===== src/rtl/fcvt_i2f_pipe_if.sv =====
// Handshake bus for the integer-to-binary32 conversion pipe: operand side and result side.
// The conversion unit uses the slave modport; the issuing/writeback side uses master.
interface fcvt_i2f_pipe_if #(
   parameter int TAG_W = 5
) ();
   logic             in_valid;
   logic             in_ready;
   logic [31:0]      in_int;
   logic             in_unsigned;
   logic [2:0]       in_rm;
   logic [TAG_W-1:0] in_tag;

   logic             out_valid;
   logic             out_ready;
   logic [31:0]      out_result;
   logic [4:0]       out_fflags;
   logic             out_rm_err;
   logic [TAG_W-1:0] out_tag;

   modport master (
      output in_valid, in_int, in_unsigned, in_rm, in_tag, out_ready,
      input  in_ready, out_valid, out_result, out_fflags, out_rm_err, out_tag
   );

   modport slave (
      input  in_valid, in_int, in_unsigned, in_rm, in_tag, out_ready,
      output in_ready, out_valid, out_result, out_fflags, out_rm_err, out_tag
   );
endinterface


===== src/rtl/fcvt_i2f_pipe.sv =====
// Three-stage FCVT.S.W / FCVT.S.WU pipe (capture, normalize, round/pack) with valid/ready back-pressure.
// Define FCVT_I2F_FLAGS_EN to drive NX in out_fflags[0] and out_rm_err; otherwise both read 0.
module fcvt_i2f_pipe #(
   parameter int TAG_W = 5
) (
   input  logic           i_clk,
   input  logic           i_reset_n,
   input  logic           i_flush,
   input  logic [2:0]     i_frm,
   fcvt_i2f_pipe_if.slave s_bus
);
   localparam logic [2:0] RM_RNE = 3'b000;
   localparam logic [2:0] RM_RTZ = 3'b001;
   localparam logic [2:0] RM_RDN = 3'b010;
   localparam logic [2:0] RM_RUP = 3'b011;
   localparam logic [2:0] RM_RMM = 3'b100;
   localparam logic [2:0] RM_DYN = 3'b111;

   logic             w_rdy1, w_rdy2, w_rdy3;
   logic             r_v1, r_v2, r_v3;

   logic [2:0]       w_rmDyn, w_rmEff;
   logic             w_rmErr;
   logic             w_sign;
   logic [31:0]      w_mag;

   logic             r_sign1;
   logic [31:0]      r_mag1;
   logic [2:0]       r_rm1;
   logic [TAG_W-1:0] r_tag1;

   logic [4:0]       w_lead;
   logic [31:0]      w_norm;

   logic             r_sign2, r_zero2, r_g2, r_r2, r_s2;
   logic [7:0]       r_exp2;
   logic [22:0]      r_man2;
   logic [2:0]       r_rm2;
   logic [TAG_W-1:0] r_tag2;

   logic             w_inc;
   logic [30:0]      w_rounded;
   logic [31:0]      w_result;

   logic [31:0]      r_result3;
   logic [TAG_W-1:0] r_tag3;

`ifdef FCVT_I2F_FLAGS_EN
   logic             r_rmErr1, r_rmErr2, r_rmErr3, r_nx3;
`endif

   // A stage can take new data when empty or when its successor is taking its current data.
   assign w_rdy3 = ~r_v3 | s_bus.out_ready;
   assign w_rdy2 = ~r_v2 | w_rdy3;
   assign w_rdy1 = ~r_v1 | w_rdy2;

   assign s_bus.in_ready   = w_rdy1;
   assign s_bus.out_valid  = r_v3;
   assign s_bus.out_result = r_result3;
   assign s_bus.out_tag    = r_tag3;
`ifdef FCVT_I2F_FLAGS_EN
   assign s_bus.out_fflags = {4'b0000, r_nx3};
   assign s_bus.out_rm_err = r_rmErr3;
`else
   assign s_bus.out_fflags = 5'b00000;
   assign s_bus.out_rm_err = 1'b0;
`endif

   // Stage-1 operand decode: resolve dynamic rm, fold reserved encodings onto truncation.
   always_comb begin
      w_rmDyn = (s_bus.in_rm == RM_DYN) ? i_frm : s_bus.in_rm;
      w_rmErr = (w_rmDyn == 3'b101) | (w_rmDyn == 3'b110) | (w_rmDyn == 3'b111);
      w_rmEff = w_rmErr ? RM_RTZ : w_rmDyn;
      w_sign  = ~s_bus.in_unsigned & s_bus.in_int[31];
      w_mag   = w_sign ? (32'd0 - s_bus.in_int) : s_bus.in_int;
   end

   // Stage-2 normalize: highest set bit wins, then shift it up to bit 31.
   always_comb begin
      w_lead = 5'd0;
      for (int i = 0; i < 32; i++) begin
         if (r_mag1[i]) begin
            w_lead = i[4:0];
         end
      end
      w_norm = r_mag1 << (5'd31 - w_lead);
   end

   // Stage-3 rounding; a mantissa carry ripples into the exponent field on its own.
   always_comb begin
      w_inc = 1'b0;
      case (r_rm2)
         RM_RNE:  w_inc = r_g2 & (r_r2 | r_s2 | r_man2[0]);
         RM_RDN:  w_inc = r_sign2 & (r_g2 | r_r2 | r_s2);
         RM_RUP:  w_inc = ~r_sign2 & (r_g2 | r_r2 | r_s2);
         RM_RMM:  w_inc = r_g2;
         default: w_inc = 1'b0;
      endcase
      w_rounded = {r_exp2, r_man2} + {30'd0, w_inc};
      w_result  = r_zero2 ? 32'd0 : {r_sign2, w_rounded};
   end

   // Stage valids: flush beats any accept or advance on the same edge.
   always_ff @(posedge i_clk) begin
      if (!i_reset_n) begin
         r_v1 <= 1'b0;
         r_v2 <= 1'b0;
         r_v3 <= 1'b0;
      end else if (i_flush) begin
         r_v1 <= 1'b0;
         r_v2 <= 1'b0;
         r_v3 <= 1'b0;
      end else begin
         if (w_rdy1) r_v1 <= s_bus.in_valid;
         if (w_rdy2) r_v2 <= r_v1;
         if (w_rdy3) r_v3 <= r_v2;
      end
   end

   // Stage data only moves on a real transfer, so held results stay stable under stall.
   always_ff @(posedge i_clk) begin
      if (!i_reset_n) begin
         r_sign1   <= 1'b0;
         r_mag1    <= 32'd0;
         r_rm1     <= 3'd0;
         r_tag1    <= '0;
         r_sign2   <= 1'b0;
         r_zero2   <= 1'b0;
         r_g2      <= 1'b0;
         r_r2      <= 1'b0;
         r_s2      <= 1'b0;
         r_exp2    <= 8'd0;
         r_man2    <= 23'd0;
         r_rm2     <= 3'd0;
         r_tag2    <= '0;
         r_result3 <= 32'd0;
         r_tag3    <= '0;
`ifdef FCVT_I2F_FLAGS_EN
         r_rmErr1  <= 1'b0;
         r_rmErr2  <= 1'b0;
         r_rmErr3  <= 1'b0;
         r_nx3     <= 1'b0;
`endif
      end else begin
         if (w_rdy1 && s_bus.in_valid) begin
            r_sign1  <= w_sign;
            r_mag1   <= w_mag;
            r_rm1    <= w_rmEff;
            r_tag1   <= s_bus.in_tag;
`ifdef FCVT_I2F_FLAGS_EN
            r_rmErr1 <= w_rmErr;
`endif
         end
         if (w_rdy2 && r_v1) begin
            r_sign2  <= r_sign1;
            r_zero2  <= ~w_norm[31];
            r_exp2   <= 8'd127 + {3'b000, w_lead};
            r_man2   <= w_norm[30:8];
            r_g2     <= w_norm[7];
            r_r2     <= w_norm[6];
            r_s2     <= |w_norm[5:0];
            r_rm2    <= r_rm1;
            r_tag2   <= r_tag1;
`ifdef FCVT_I2F_FLAGS_EN
            r_rmErr2 <= r_rmErr1;
`endif
         end
         if (w_rdy3 && r_v2) begin
            r_result3 <= w_result;
            r_tag3    <= r_tag2;
`ifdef FCVT_I2F_FLAGS_EN
            r_nx3     <= r_g2 | r_r2 | r_s2;
            r_rmErr3  <= r_rmErr2;
`endif
         end
      end
   end
endmodule

===== src/flat_wrapper.sv =====
// flat-port wrapper written by rule: the top's interface ports become plain ports
module fcvt_i2f_pipe_flat 
#(
   parameter int TAG_W = 5
)
  (i_clk, i_reset_n, i_flush, i_frm, s_bus_in_valid, s_bus_in_int, s_bus_in_unsigned, s_bus_in_rm, s_bus_in_tag, s_bus_out_ready, s_bus_in_ready, s_bus_out_valid, s_bus_out_result, s_bus_out_fflags, s_bus_out_rm_err, s_bus_out_tag);
  fcvt_i2f_pipe_if #(.TAG_W(TAG_W)) s_bus_i ();
  input  logic i_clk;
  input  logic i_reset_n;
  input  logic i_flush;
  input  logic [2:0] i_frm;
  input wire logic [$bits(s_bus_i.in_valid)-1:0] s_bus_in_valid;
  input wire logic [$bits(s_bus_i.in_int)-1:0] s_bus_in_int;
  input wire logic [$bits(s_bus_i.in_unsigned)-1:0] s_bus_in_unsigned;
  input wire logic [$bits(s_bus_i.in_rm)-1:0] s_bus_in_rm;
  input wire logic [$bits(s_bus_i.in_tag)-1:0] s_bus_in_tag;
  input wire logic [$bits(s_bus_i.out_ready)-1:0] s_bus_out_ready;
  output wire logic [$bits(s_bus_i.in_ready)-1:0] s_bus_in_ready;
  output wire logic [$bits(s_bus_i.out_valid)-1:0] s_bus_out_valid;
  output wire logic [$bits(s_bus_i.out_result)-1:0] s_bus_out_result;
  output wire logic [$bits(s_bus_i.out_fflags)-1:0] s_bus_out_fflags;
  output wire logic [$bits(s_bus_i.out_rm_err)-1:0] s_bus_out_rm_err;
  output wire logic [$bits(s_bus_i.out_tag)-1:0] s_bus_out_tag;
  assign s_bus_i.in_valid = s_bus_in_valid;
  assign s_bus_i.in_int = s_bus_in_int;
  assign s_bus_i.in_unsigned = s_bus_in_unsigned;
  assign s_bus_i.in_rm = s_bus_in_rm;
  assign s_bus_i.in_tag = s_bus_in_tag;
  assign s_bus_i.out_ready = s_bus_out_ready;
  assign s_bus_in_ready = s_bus_i.in_ready;
  assign s_bus_out_valid = s_bus_i.out_valid;
  assign s_bus_out_result = s_bus_i.out_result;
  assign s_bus_out_fflags = s_bus_i.out_fflags;
  assign s_bus_out_rm_err = s_bus_i.out_rm_err;
  assign s_bus_out_tag = s_bus_i.out_tag;
  fcvt_i2f_pipe #(.TAG_W(TAG_W)) u_core (.i_clk(i_clk), .i_reset_n(i_reset_n), .i_flush(i_flush), .i_frm(i_frm), .s_bus(s_bus_i));
endmodule

===== config.mk =====
export PLATFORM = sky130hd
export DESIGN_NAME = fcvt_i2f_pipe_flat
export DESIGN_NICKNAME = d
export VERILOG_FILES = /design/src/rtl/fcvt_i2f_pipe_if.sv /design/src/rtl/fcvt_i2f_pipe.sv /design/src/flat_wrapper.sv
export SDC_FILE = /design/constraint.sdc
export NUM_CORES = 1
export LEC_CHECK = 0
export CORE_MARGIN = 3
export CORE_UTILIZATION = 61
export DETAILED_ROUTE_END_ITERATION = 8
export PLACE_DENSITY_LB_ADDON = 0.15
export SLEW_MARGIN = 20
export SYNTH_ARGS = -nofsm -noshare
export SYNTH_HDL_FRONTEND = slang
export SYNTH_SLANG_ARGS = --single-unit

===== constraint.sdc =====
create_clock -name i_clk -period 5.1 [get_ports i_clk]
set_input_delay 1.02 -clock i_clk [delete_from_list [all_inputs] [get_ports i_clk]]
set_output_delay 1.02 -clock i_clk [all_outputs]
set_load 0.1 [all_outputs]

; ---- After elaboration in Yosys (flattened, before gate mapping)
; Cells that the tools add are included.
[word_totals]
register_bits = 125
latchBits = 0
ram_bits = 0
mem_bits_ro = 0
input_bits = 49
out_inout_bits = 45
word_cells = 92
memories = 0
[classes]
addsub = 4
n_mul = 0
div = 0
n_lt_le_gt_ge = 0
eq_ne = 7
n_shift = 1
n_mux = 36
n_bitwise = 20
n_reduce_logical = 6
[ops]
columns = op, count
row1 = $mux W5, 16
row2 = $mux W32, 2
row3 = $mux W4, 8
row4 = $shl A32 B5 Y32, 1
row5 = $sub A1 B32 Y32 const A, 1
row6 = $add A31 B1 Y31, 1
row7 = $mux W3, 6
row8 = $eq A3 B3 Y1 const B, 5
row9 = $or A1 B1 Y1, 9
row10 = $add A7 B5 Y8 const A, 1
row11 = $not A1 Y1, 7
row12 = $eq A3 B2 Y1 const B, 2
row13 = $reduce_or A6 Y1, 1
row14 = $sub A5 B5 Y5 const A, 1
row15 = $and A1 B1 Y1, 4
row16 = $mux W2, 2
row17 = $pmux W1 S4, 1
row18 = $logic_and A1 B1 Y1, 3
row19 = $logic_not A3 Y1, 1
row20 = $reduce_or A2 Y1, 1
row21 = $mux W1, 1

; ---- Depth between registers and ports, before layout
[depth]
ltp_word = 34
ltp_mapped = 13
depth_no_buf = 11

; ---- Least setup slack after synthesis
; OpenSTA, ideal clock, no wires.
[synth_path]
kind = reg-to-output
from = reg u_core.r_v3 (netlist: u_core.s_bus.out_valid)
to = out s_bus_in_ready
t_arrival_ns = 2.139
t_required_ns = 4.080
slack_ns = 1.941
stages_incl_launch_ff = 4
path_buffers = 1
cell_sequence = dfxtp_1 -> nor2b_1 -> clkbuf_1 -> nand3_1
[synth_between]
elab_chain_len = 4
[synth_rtl]
columns = item, line_no
row1 = from (decl), fcvt_i2f_pipe.sv:20  ; logic r_v1, r_v2, r_v3;
row2 = from (signal assigned), fcvt_i2f_pipe.sv:116  ; if (w_rdy3) r_v3 <= r_v2;
row3 = $not A1 Y1, fcvt_i2f_pipe.sv:53  ; assign w_rdy3 = ~r_v3 | s_bus.out_ready;
row4 = $or A1 B1 Y1, fcvt_i2f_pipe.sv:53
row5 = $or A1 B1 Y1, fcvt_i2f_pipe.sv:54  ; assign w_rdy2 = ~r_v2 | w_rdy3;
row6 = $or A1 B1 Y1, fcvt_i2f_pipe.sv:55  ; assign w_rdy1 = ~r_v1 | w_rdy2;
row7 = to (decl), flat_wrapper.sv:18  ; output wire logic [$bits(s_bus_i.in_ready)-1:0] s_bus_in_ready;
; No other way between the ends.

; ---- Worst setup path after layout
[layout_path]
from = in s_bus_in_int[2]
to = reg u_core.r_mag1[29]
[layout_between]
elab_chain_len = 2
[layout_rtl]
columns = item, line_no
row1 = from (decl), flat_wrapper.sv:13  ; input wire logic [$bits(s_bus_i.in_int)-1:0] s_bus_in_int;
row2 = $sub A1 B32 Y32, fcvt_i2f_pipe.sv:75  ; w_mag = w_sign ? (32'd0 - s_bus.in_int) : s_bus.in_int;
row3 = $mux W32, fcvt_i2f_pipe.sv:75
row4 = to (signal assigned), fcvt_i2f_pipe.sv:147  ; r_mag1 <= w_mag;
row5 = to (decl), fcvt_i2f_pipe.sv:28  ; logic [31:0] r_mag1;
; No other way between the ends.
; A chain may end at the register's enable or synchronous reset.

==> impl_metrics.env <==
export IMPL_final_nets=1064
export IMPL_setup_tns_final_ns=0
export IMPL_die_area_um2=14180
export IMPL_dr_total_vias=7243
export IMPL_grt_overflow=0
export IMPL_path_class="in2reg"
export IMPL_h_tree_depth=4
export IMPL_cp_arrival_ns=3.91
export IMPL_drt_first_pass_iters=5
export IMPL_cellLeakagePower_nw=3.676
export IMPL_yosys_warnings=0
export IMPL_nFillCells=983
export IMPL_wirelength_um=19620
export IMPL_cts_sinks=125
export IMPL_synth_distinct_cells=74
export IMPL_synthesis_area_um2=7801
export IMPL_wire_per_inst_um=16.46
export IMPL_crit_slowest_cell="nor4b_1"
export IMPL_slew_headroom_pct=32.61
export IMPL_final_period_utilization_pct=70.40
export IMPL_worst_slack_ns=1.510
export IMPL_cts_root_buf="clkbuf_16"
export IMPL_synth_seq_cells=125
export IMPL_layout_min_cycle_time_ns=3.590
export IMPL_avgSynthCellArea_um2=8.109
export IMPL_maxSlewViolCount=0
export IMPL_die_x_um=119.1
export IMPL_hold_viol_final=0
export IMPL_path_clk_slew_ns=0.06
export IMPL_viasPerCell=6.076
export IMPL_coreArea_um2=12260
export IMPL_rsz0062_at_grt="false"
export IMPL_n_antenna_cell=0
export IMPL_gp_congestion=0.9090
export IMPL_worstPathCellList="clkdlybuf4s50_1 -> nor4_1 -> nor4b_1 -> nand3_1 -> nor2_1 -> and3_1 -> a21oi_1 -> xnor2_1 -> nand2_1 -> o211a_1"
export IMPL_ios=94
export IMPL_grt_pass1_wl_um=32000
export IMPL_cts_setup_buffers=0
export IMPL_grt_max_degree=76
export IMPL_setup_violations=0
export IMPL_seq_area_frac_synth_pct=32.08
export IMPL_ys_async_sr_fraction_pct=0
export IMPL_final_cell_mix="nand2_1 (147), dfxtp_1 (125), clkdlybuf4s50_1 (85)"
export IMPL_crit_fanout=6
export IMPL_cts_tree="built"
export IMPL_track_usage_pct=27.24
export IMPL_p_total_mw=2.984
export IMPL_layout_drive_gt1_share_pct=7.227
export IMPL_remaining_drc_errors=0
export IMPL_syn_to_final_growth_pct=18.40
export IMPL_clockBufferDepth=2
export IMPL_vdd_drop_max_mv=0.2448
export IMPL_first_iter_violations=498
export IMPL_fp_dieH_um=119.1
export IMPL_max_freq_mhz=278.5
export IMPL_rows=40
export IMPL_start_util_pct=63.62
export IMPL_insertion_delay_ns=0.42
export IMPL_startpoint_type="input pin"
export IMPL_numCtsBuffers=17
export IMPL_final_common_cell="nand2_1"
export IMPL_dp_hpwl_um=14040
export IMPL_status="finished clean"
export IMPL_grt_pass1_vias=6492
export IMPL_hold_class="reg2reg"
export IMPL_worstPathRequired_ns=5.42
export IMPL_post_place_ws_ns=1.123
export IMPL_slowest_delay_ns=0.63
export IMPL_cts_resized=0
export IMPL_io_buffer_count=87
export IMPL_worstMarginPinSlew_ns=1.011
export IMPL_netlist_instances=962
export IMPL_p_per_area_nw_per_um2=323.1
export IMPL_finClkSkew_ns=0.009088
export IMPL_antenna_found_initial=0
export IMPL_critPathCaptureType="flop"
export IMPL_cts_hold_buf=0
export IMPL_ant_nets=0
export IMPL_synth_edf_count=0
export IMPL_synth_top_flop_cell="dfxtp_1"
export IMPL_max_cap_viol_count=0
## stage by stage
| step | instances | utilization, % | hold WS (ns) | cell area [um^2] |
|---|---|---|---|---|
| floorplan | 967 | - | 0.4412 | 7820 |
| global placement | 1160 | 70.50 | 0.4354 | 8645 |
| detailed placement | 1160 | 70.50 | 0.4425 | 8645 |
| CTS | 1192 | 75.33 | 0.4554 | 9236 |
| global route | 1192 | 75.33 | 0.4833 | 9236 |
| finish | 1192 | 75.33 | 0.4510 | 9236 |
## state kept, by name (all words and copies together) (netlist names)
name / count
u_core.r_sign1: 1
u_core.r_rm1: 3
u_core.r_v2: 1
u_core.s_bus.out_valid: 1
u_core.r_r2: 1
u_core.r_v1: 1
u_core.r_mag1: 32
u_core.r_tag2: 5
u_core.s_bus.out_tag: 5
u_core.r_g2: 1
u_core.r_exp2: 8
u_core.r_rm2: 3
u_core.r_tag1: 5
u_core.r_zero2: 1
u_core.r_sign2: 1
u_core.r_man2: 23
u_core.r_s2: 1
u_core.s_bus.out_result: 32
## critical path, delay by kind of cell
kind	cells	cell delay [ns]
AND/OR/NAND/NOR	6	2.01
buffers and inverters	1	0.48
AO/OA/AOI/OAI	2	0.23
XOR/XNOR	1	0.17
## synth_stat cells, types with 4 or more instances
cell,count,area [um^2]
a211oi_1,4,30.03
a211oi_2,4,50.05
a21boi_0,27,202.7
a21oi_1,37,185.2
a221oi_1,4,35.03
a22oi_1,14,105.1
a31oi_1,5,31.28
a32o_1,11,110.1
and2_1,12,75.07
and3_1,15,93.84
buf_1,5,18.77
buf_2,12,60.06
buf_4,8,60.06
buf_6,6,67.56
clkbuf_1,42,157.7
dfxtp_1,125,2502
ha_1,4,50.05
inv_1,12,45.04
mux2_2,5,56.30
mux2i_1,69,690.7
nand2_1,147,551.8
nand2b_1,8,50.05
nand3_1,33,165.2
nand3b_1,5,37.54
nand4_1,8,50.05
nor2_1,52,195.2
nor2b_1,27,168.9
nor3_1,19,95.09
nor4_1,9,56.30
o211a_1,28,280.3
o211ai_1,4,30.03
o21a_1,4,30.03
o21ai_0,51,255.2
o21ai_1,6,30.03
o21bai_1,4,30.03
o31a_1,5,43.79
o31ai_1,10,75.07
o41ai_1,5,43.79
or2_2,5,31.28
or3_1,10,62.56
xnor2_1,31,271.5
xor2_1,22,192.7
## layer usage
| metal | part of all wire (%) | track usage [%] | vias to the layer above |
|---|---|---|---|
| met5 | 0 | 0 | - |
| met4 | 2.6 | 10.35 | 0 |
| met3 | 5.3 | 4.131 | 46 |
| met2 | 47 | 44.86 | 266 |
| met1 | 45 | 36.02 | 3363 |
| li1 | - | - | 3568 |
## area by class of cell
class | instances | area (um^2) | area share (%)
well taps | 168 | 210.2 | 2.276
clock inverters | 12 | 135.1 | 1.463
clock buffers | 20 | 456.7 | 4.944
repair buffers | 98 | 945.9 | 10.24
multi-input cells | 755 | 4928 | 53.36
inverters | 14 | 57.56 | 0.6231
flip-flops and latches | 125 | 2502 | 27.09
## kinds of logic after synthesis
logic type	after synthesis	synth area share (%)
simple gates	366	22.82
compound gates	252	23.48
flops	125	32.08
buf+inv	87	5.405
mux	74	9.575
xor+xnor	53	5.950
fa+ha+maj	4	0.6416
other cells	1	0.04807
## path summary, 6_finish.rpt
check / to / slack, ns / cells after the start / startpoint
setup / recovery: u_core.r_mag1[29]$_SDFFE_PN0P_ / 1.51 / 10 / s_bus_in_int[2]
hold / removal: u_core.s_bus.out_result[20]$_SDFFE_PN0P_ / 0.45 / 2 / u_core.s_bus.out_result[20]$_SDFFE_PN0P_
hold reg to reg: u_core.s_bus.out_result[20]$_SDFFE_PN0P_ / 0.45 / 2 / u_core.s_bus.out_result[20]$_SDFFE_PN0P_
setup reg to reg: u_core.r_man2[21]$_SDFFE_PN0P_ / 1.52 / 10 / u_core.r_mag1[8]$_SDFFE_PN0P_
## power breakdown
group          leakage, nW  internal [mW]  switching, mW  total (mW)
clock network        0.279          0.747          0.446        1.19
logic                 2.38          0.284          0.430       0.714
registers             1.02           1.02         0.0594        1.08
total                 3.68           2.05          0.936        2.98
Note: power is estimated with default switching activity, not from simulation.
